[src/rtl/controle_irrigacao.sv]
// controle_irrigacao: irrigation master sequencer choosing sprinkler or drip,
// timing each cycle in seconds and pausing for tank refill when the tank runs dry.
module controle_irrigacao #(
  parameter int T_ASP = 300,
  parameter int T_GOT = 600,
  parameter int T_ENCHE = 120,
  parameter int W = 12
) (
  input  logic         clock,
  input  logic         reset,
  input  logic         umSegundo,
  input  logic         buttonPulse,
  input  logic [1:0]   umidade,
  input  logic         chuva,
  input  logic [2:0]   nivelDagua,
  output logic         aspersao,
  output logic         gotejamento,
  output logic         casoEspecifico,
  output logic         valvulaEnche,
  output logic         concluido,
  output logic [W-1:0] restante,
  output logic [2:0]   estado
);
  typedef enum logic [2:0] {
    OCIOSO      = 3'd0,
    ASPERSAO    = 3'd1,
    GOTEJAMENTO = 3'd2,
    ENCHENDO    = 3'd3,
    FIM         = 3'd4,
    ERRO        = 3'd5
  } stateT;
  typedef enum logic [1:0] {NONE = 2'd0, MODE_ASP = 2'd1, MODE_GOT = 2'd2} modeT;
  stateT state, nState;
  modeT savedMode, nMode;
  logic [W-1:0] savedTime, nTime, nRest, dec;
  logic nivelOk, last;
  assign nivelOk = nivelDagua inside {3'b000, 3'b001, 3'b011, 3'b111};
  assign dec = restante - W'(1);
  // a tick on the last second ends the timed state instead of reaching zero
  assign last = umSegundo && restante == W'(1);
  assign estado = state;
  always_comb begin
    nState = state;
    nRest = restante;
    nMode = savedMode;
    nTime = savedTime;
    case (state)
      OCIOSO:
        if (buttonPulse) begin
          if (!nivelOk) begin
            nState = ERRO;
          end else if (!(chuva || umidade[1])) begin
            if (nivelDagua == 3'b000) begin
              nState = ENCHENDO;
              nRest = W'(T_ENCHE);
              nMode = NONE;
              nTime = '0;
            end else if (umidade == 2'b00 && nivelDagua == 3'b111) begin
              nState = ASPERSAO;
              nRest = W'(T_ASP);
            end else begin
              nState = GOTEJAMENTO;
              nRest = W'(T_GOT);
            end
          end
        end
      ASPERSAO, GOTEJAMENTO:
        if (buttonPulse || chuva) begin
          nState = OCIOSO;
          nRest = '0;
          nMode = NONE;
          nTime = '0;
        end else if (!nivelOk) begin
          nState = ERRO;
          nRest = '0;
        end else if (last) begin
          nState = FIM;
          nRest = '0;
        end else if (nivelDagua == 3'b000) begin
          nState = ENCHENDO;
          nRest = W'(T_ENCHE);
          nMode = state == ASPERSAO ? MODE_ASP : MODE_GOT;
          nTime = umSegundo ? dec : restante;
        end else begin
          nRest = umSegundo ? dec : restante;
          nState = (state == ASPERSAO && nivelDagua == 3'b001) ? GOTEJAMENTO : state;
        end
      ENCHENDO:
        if (buttonPulse) begin
          nState = OCIOSO;
          nRest = '0;
          nMode = NONE;
          nTime = '0;
        end else if (!nivelOk) begin
          nState = ERRO;
          nRest = '0;
        end else if (nivelDagua == 3'b111) begin
          nState = savedMode == MODE_ASP ? ASPERSAO : savedMode == MODE_GOT ? GOTEJAMENTO : OCIOSO;
          nRest = savedMode == NONE ? '0 : savedTime;
          nMode = NONE;
          nTime = '0;
        end else if (last) begin
          nState = ERRO;
          nRest = '0;
        end else if (umSegundo) begin
          nRest = dec;
        end
      FIM: begin
        nState = OCIOSO;
        nRest = '0;
      end
      ERRO: begin
        nRest = '0;
        if (buttonPulse && nivelOk) begin
          nState = OCIOSO;
          nMode = NONE;
          nTime = '0;
        end
      end
      default: begin
        nState = OCIOSO;
        nRest = '0;
        nMode = NONE;
        nTime = '0;
      end
    endcase
  end
  always_ff @(posedge clock or negedge reset) begin
    if (!reset) begin
      state <= OCIOSO;
      restante <= '0;
      savedMode <= NONE;
      savedTime <= '0;
      aspersao <= 1'b0;
      gotejamento <= 1'b0;
      casoEspecifico <= 1'b0;
      valvulaEnche <= 1'b0;
      concluido <= 1'b0;
    end else begin
      state <= nState;
      restante <= nRest;
      savedMode <= nMode;
      savedTime <= nTime;
      aspersao <= nState == ASPERSAO;
      gotejamento <= nState == GOTEJAMENTO;
      casoEspecifico <= nState == ENCHENDO || nState == ERRO;
      valvulaEnche <= nState == ENCHENDO;
      concluido <= nState == FIM;
    end
  end
endmodule

[config.mk]
export PLATFORM = sky130hd
export DESIGN_NAME = controle_irrigacao
export DESIGN_NICKNAME = d
export VERILOG_FILES = /design/src/rtl/controle_irrigacao.sv
export SDC_FILE = /design/constraint.sdc
export NUM_CORES = 1
export LEC_CHECK = 0
export ABC_AREA = 1
export CORE_MARGIN = 1
export CORE_UTILIZATION = 38
export CTS_BUF_LIST = sky130_fd_sc_hd__clkbuf_4 sky130_fd_sc_hd__clkbuf_8
export DETAILED_ROUTE_END_ITERATION = 6
export GPL_ROUTABILITY_DRIVEN = 0
export GPL_TIMING_DRIVEN = 0
export MAX_ROUTING_LAYER = met4
export PLACE_DENSITY = 0.59
export SKIP_LAST_GASP = 1
export SYNTH_ARGS = -nofsm -noshare
export SYNTH_HDL_FRONTEND = slang
export SYNTH_SLANG_ARGS = --single-unit
export TNS_END_PERCENT = 1
[constraint.sdc]
create_clock -name clock -period 1.51 [get_ports clock]
set_input_delay 0.151 -clock clock [delete_from_list [all_inputs] [get_ports clock]]
set_output_delay 0.151 -clock clock [all_outputs]
set_load 0.005 [all_outputs]
==> impl_metrics.py <==
metrics = {
    "outcome": {
        "status": "finished with violations",
        "violations": "negative setup slack",
    },
    "setup_path": {
        "worstSetupEndpointType": "flip-flop",
        "path_max_fanout": 8,
        "crit_cells": 11,
        "cp_num_buf_inv": 4,
        "cp_slowest_cell": "dfrtp_1",
        "crit_type": "flip-flop to flip-flop",
        "cp.required_ns": 1.70,
        "cp_top_family": "simple AND/OR/NAND/NOR gates",
        "rr_worst_depth": 11,
        "slowest_delay_ns": 0.39,
        "arrival_ns": 1.98,
        "worstPathCellList": "buf_6 -> nor2_4 -> inv_2 -> nand4_4 -> a21oi_2 -> nor2_2 -> nand4_4 -> buf_12 -> buf_12 -> nand2_2 -> o21ai_2",
        "worstSetupStartpointType": "flip-flop",
    },
    "sta": {
        "fin_ws_ns": -0.2850,
        "hold_viol": 0,
        "setup_viol": 33,
        "fmax_ghz": 0.5571,
        "period_minus_slack_ns": 1.795,
        "drv_slew": 0,
        "finalClockSkew_ns": 0.005512,
        "max-slew-margin-rel": 0.4655,
        "rsz0062_at_grt": "yes",
        "tightest_slew_ns": 0.8017,
        "period_share": 1.189,
    },
    "power": {
        "pwr-share-clk": 0.136,
        "p_switching_mw": 2.354,
        "switching_share": 0.4379,
        "p_comb_frac": 0.621,
        "power_mw": 5.376,
        "ir_drop_mv": 0.7169,
        "powerDensity_mw_per_mm2": 1610,
        "p_int_mw": 3.022,
        "p_seq_frac": 0.243,
        "p_leak_nw": 1.610,
    },
    "clocking": {
        "root_buffer": "clkbuf_8",
        "ctsLongestPathBuffers": 2,
        "numCtsBuffers": 5,
        "htree_levels": 2,
        "clock_latency_ns": 0.30,
        "cts_tree": "built",
        "numClockSinks": 34,
        "path_clk_slew_ns": 0.07,
    },
    "floorplan": {
        "dieArea_mm2": 0.006792,
        "num_rows": 28,
        "coreArea_mm2": 0.006061,
        "io_pins": 30,
        "start_util": 0.4055,
        "fp.dieH_um": 82.42,
        "die_w_um": 82.42,
    },
    "grt": {
        "grt_overflow_total": 0,
        "grt_pass1_vias": 2404,
        "antenna_found_initial": 0,
        "grt_usage": 0.2403,
        "grt_first_pass_wirelength_um": 11560,
        "grt_max_degree": 35,
    },
    "min_path": {
        "min_path_type": "input port to async pin",
    },
    "synthesis": {
        "post_synth_num_cell_types": 34,
        "synth_cells": 351,
        "synth-seq-cells": 34,
        "syn-num-nets": 363,
        "yosysTopAreaCell": "dfrtp_1",
        "netlist_top_cells_area": "dfrtp_1, nand2_1, nand3_1",
        "synth_seq_area_share": 0.3462,
        "synth-warning-count": 0,
        "synth_area_mm2": 0.002457,
        "yosysTopAreaCellShare": 0.3462,
        "postSynthAreaPerCell_um2": 7.001,
    },
    "cells_and_area": {
        "syn_to_final_growth_pct": 35.90,
        "fill_cells": 585,
        "nets": 420,
        "insertedDiodeCount": 0,
        "postLayoutCoreUtil": 0.5510,
        "final_layout_size_suffix_gt1_frac": 0.3162,
        "layout_common_cells": "nand2_1, dfrtp_1, clkdlybuf4s50_1",
        "final_common_cell": "nand2_1",
    },
    "detailed_routing": {
        "drt_iter0_markers": 119,
        "drc": 0,
        "wl_per_cell_um": 14.70,
        "finalWirelength_um": 7098,
        "vias": 2504,
        "drtPass1Iterations": 4,
        "vias_per_cell": 5.184,
        "ant_nets": 0,
    },
    "placed_design": {
        "hpwl_um": 4906,
        "port-buffer-count": 29,
    },
    "job": {
        "cap_violations": 0,
    },
}
==> worst paths after layout <==
kind	end	startpoint	slack [ns]
worst max-delay path	savedTime[7]$_DFFE_PN0P_	estado[0]$_DFF_PN0_	-0.29
worst min-delay path	savedTime[5]$_DFFE_PN0P_	reset	0.48
worst max register to register	savedTime[7]$_DFFE_PN0P_	estado[0]$_DFF_PN0_	-0.29
worst min register to register	savedTime[2]$_DFFE_PN0P_	savedTime[2]$_DFFE_PN0P_	0.49
max in group asynchronous	restante[7]$_DFFE_PN0P_	reset	0.48
min in group clock	savedTime[2]$_DFFE_PN0P_	savedTime[2]$_DFFE_PN0P_	0.49
==> power by group through the flow <==
| stage | sequential, mW | clock, mW | combinational [mW] |
|---|---|---|---|
| finish | 1.30 | 0.733 | 3.34 |
| global route | 1.34 | 0.778 | 3.64 |
| CTS | 1.29 | 0.740 | 3.09 |
| detailed placement | 1.32 | 0 | 2.36 |
| global placement | 1.33 | 0 | 2.35 |
| floorplan | 1.31 | 0 | 1.64 |
==> cells in the mapped netlist <==
cell type,n
nand2_1,116
clkinv_1,3
xor2_1,5
nand4_4,2
nor2_2,7
nor2_8,1
nand2_2,11
inv_2,11
buf_2,2
buf_6,3
o211ai_1,2
nor2_1,36
a21oi_1,7
buf_4,1
inv_1,29
dfrtp_1,34
ha_1,2
nor2_4,3
nand4_1,5
nand3b_1,1
o21ai_0,7
o21ai_1,4
o2111ai_1,2
inv_6,1
or2_2,1
a31oi_1,3
nor3_1,1
and2_1,1
inv_4,1
nand3_1,28
o21ai_2,15
nand2_4,2
nand4_2,1
a21oi_2,3
==> state kept, by name (all words and copies together) (netlist names) <==
register	cells
savedTime	12
restante	12
concluido	1
valvulaEnche	1
estado	3
gotejamento	1
aspersao	1
casoEspecifico	1
savedMode	2
==> area by class of cell <==
cell class / count / area, um2 / share of cell area
well taps: 75 / 93.84 / 0.02810
clock buffers: 7 / 90.09 / 0.02698
flip-flops and latches: 34 / 855.8 / 0.2563
inverters: 45 / 176.4 / 0.05283
plain buffers: 6 / 68.82 / 0.02061
repair buffers: 50 / 530.5 / 0.1589
multi-input cells: 266 / 1524 / 0.4564
==> worst register-to-register path, stage by stage, from the launching register on <==
cell and delay, ns:
dfrtp_1 0.39, buf_6 0.15, nor2_4 0.12, inv_2 0.07, nand4_4 0.09, a21oi_2 0.07, nor2_2 0.18, nand4_4 0.19
buf_12 0.20, buf_12 0.13, nand2_2 0.05, o21ai_2 0.05
==> metrics by stage <==
step	cell area (um2)	std cells	TNS (ns)	setup WS [ns]	hold WS, ns
5_1_grt	3339	483	-9.704	-0.3524	0.5169
3_3_place_gp	2855	455	-33.68	-0.6979	0.4672
2_1_floorplan	2471	351	-0.4727	-0.05589	-0.1446
4_1_cts	3234	480	-5.577	-0.2315	0.4851
3_5_place_dp	2850	455	-14.25	-0.5640	0.2887
6_report	3339	483	-6.040	-0.2850	0.4793
==> kinds of logic after synthesis <==
logic type      Yosys count  synth area share
compound gates           43            0.1217
fa+ha+maj                 2           0.01018
buf+inv                  51           0.09267
flops                    34            0.3462
xor+xnor                  5           0.01782
simple gates            216            0.4114
==> repair_timing <==
action | in CTS | in global routing
gates resized for setup | 25 | 26
buffers inserted | 15 | 3
endpoints found under the hold margin | 34 | 0
pin swaps | 11 | 12
endpoints found under the setup margin | 34 | 34
hold buffers | 1 | 0
cloned | 2 | 0
==> metal layers <==
layer,global-route usage,vias to the layer above,part of all wire,wire length (um)
met4,0.08947,0,0.025,180
met2,0.4008,85,0.48,3440
met1,0.2879,1172,0.45,3177
met3,0.04396,21,0.042,300
met5,-,-,0,0
li1,-,1226,-,-
No activity file was read; power rests on OpenSTA's default activity.
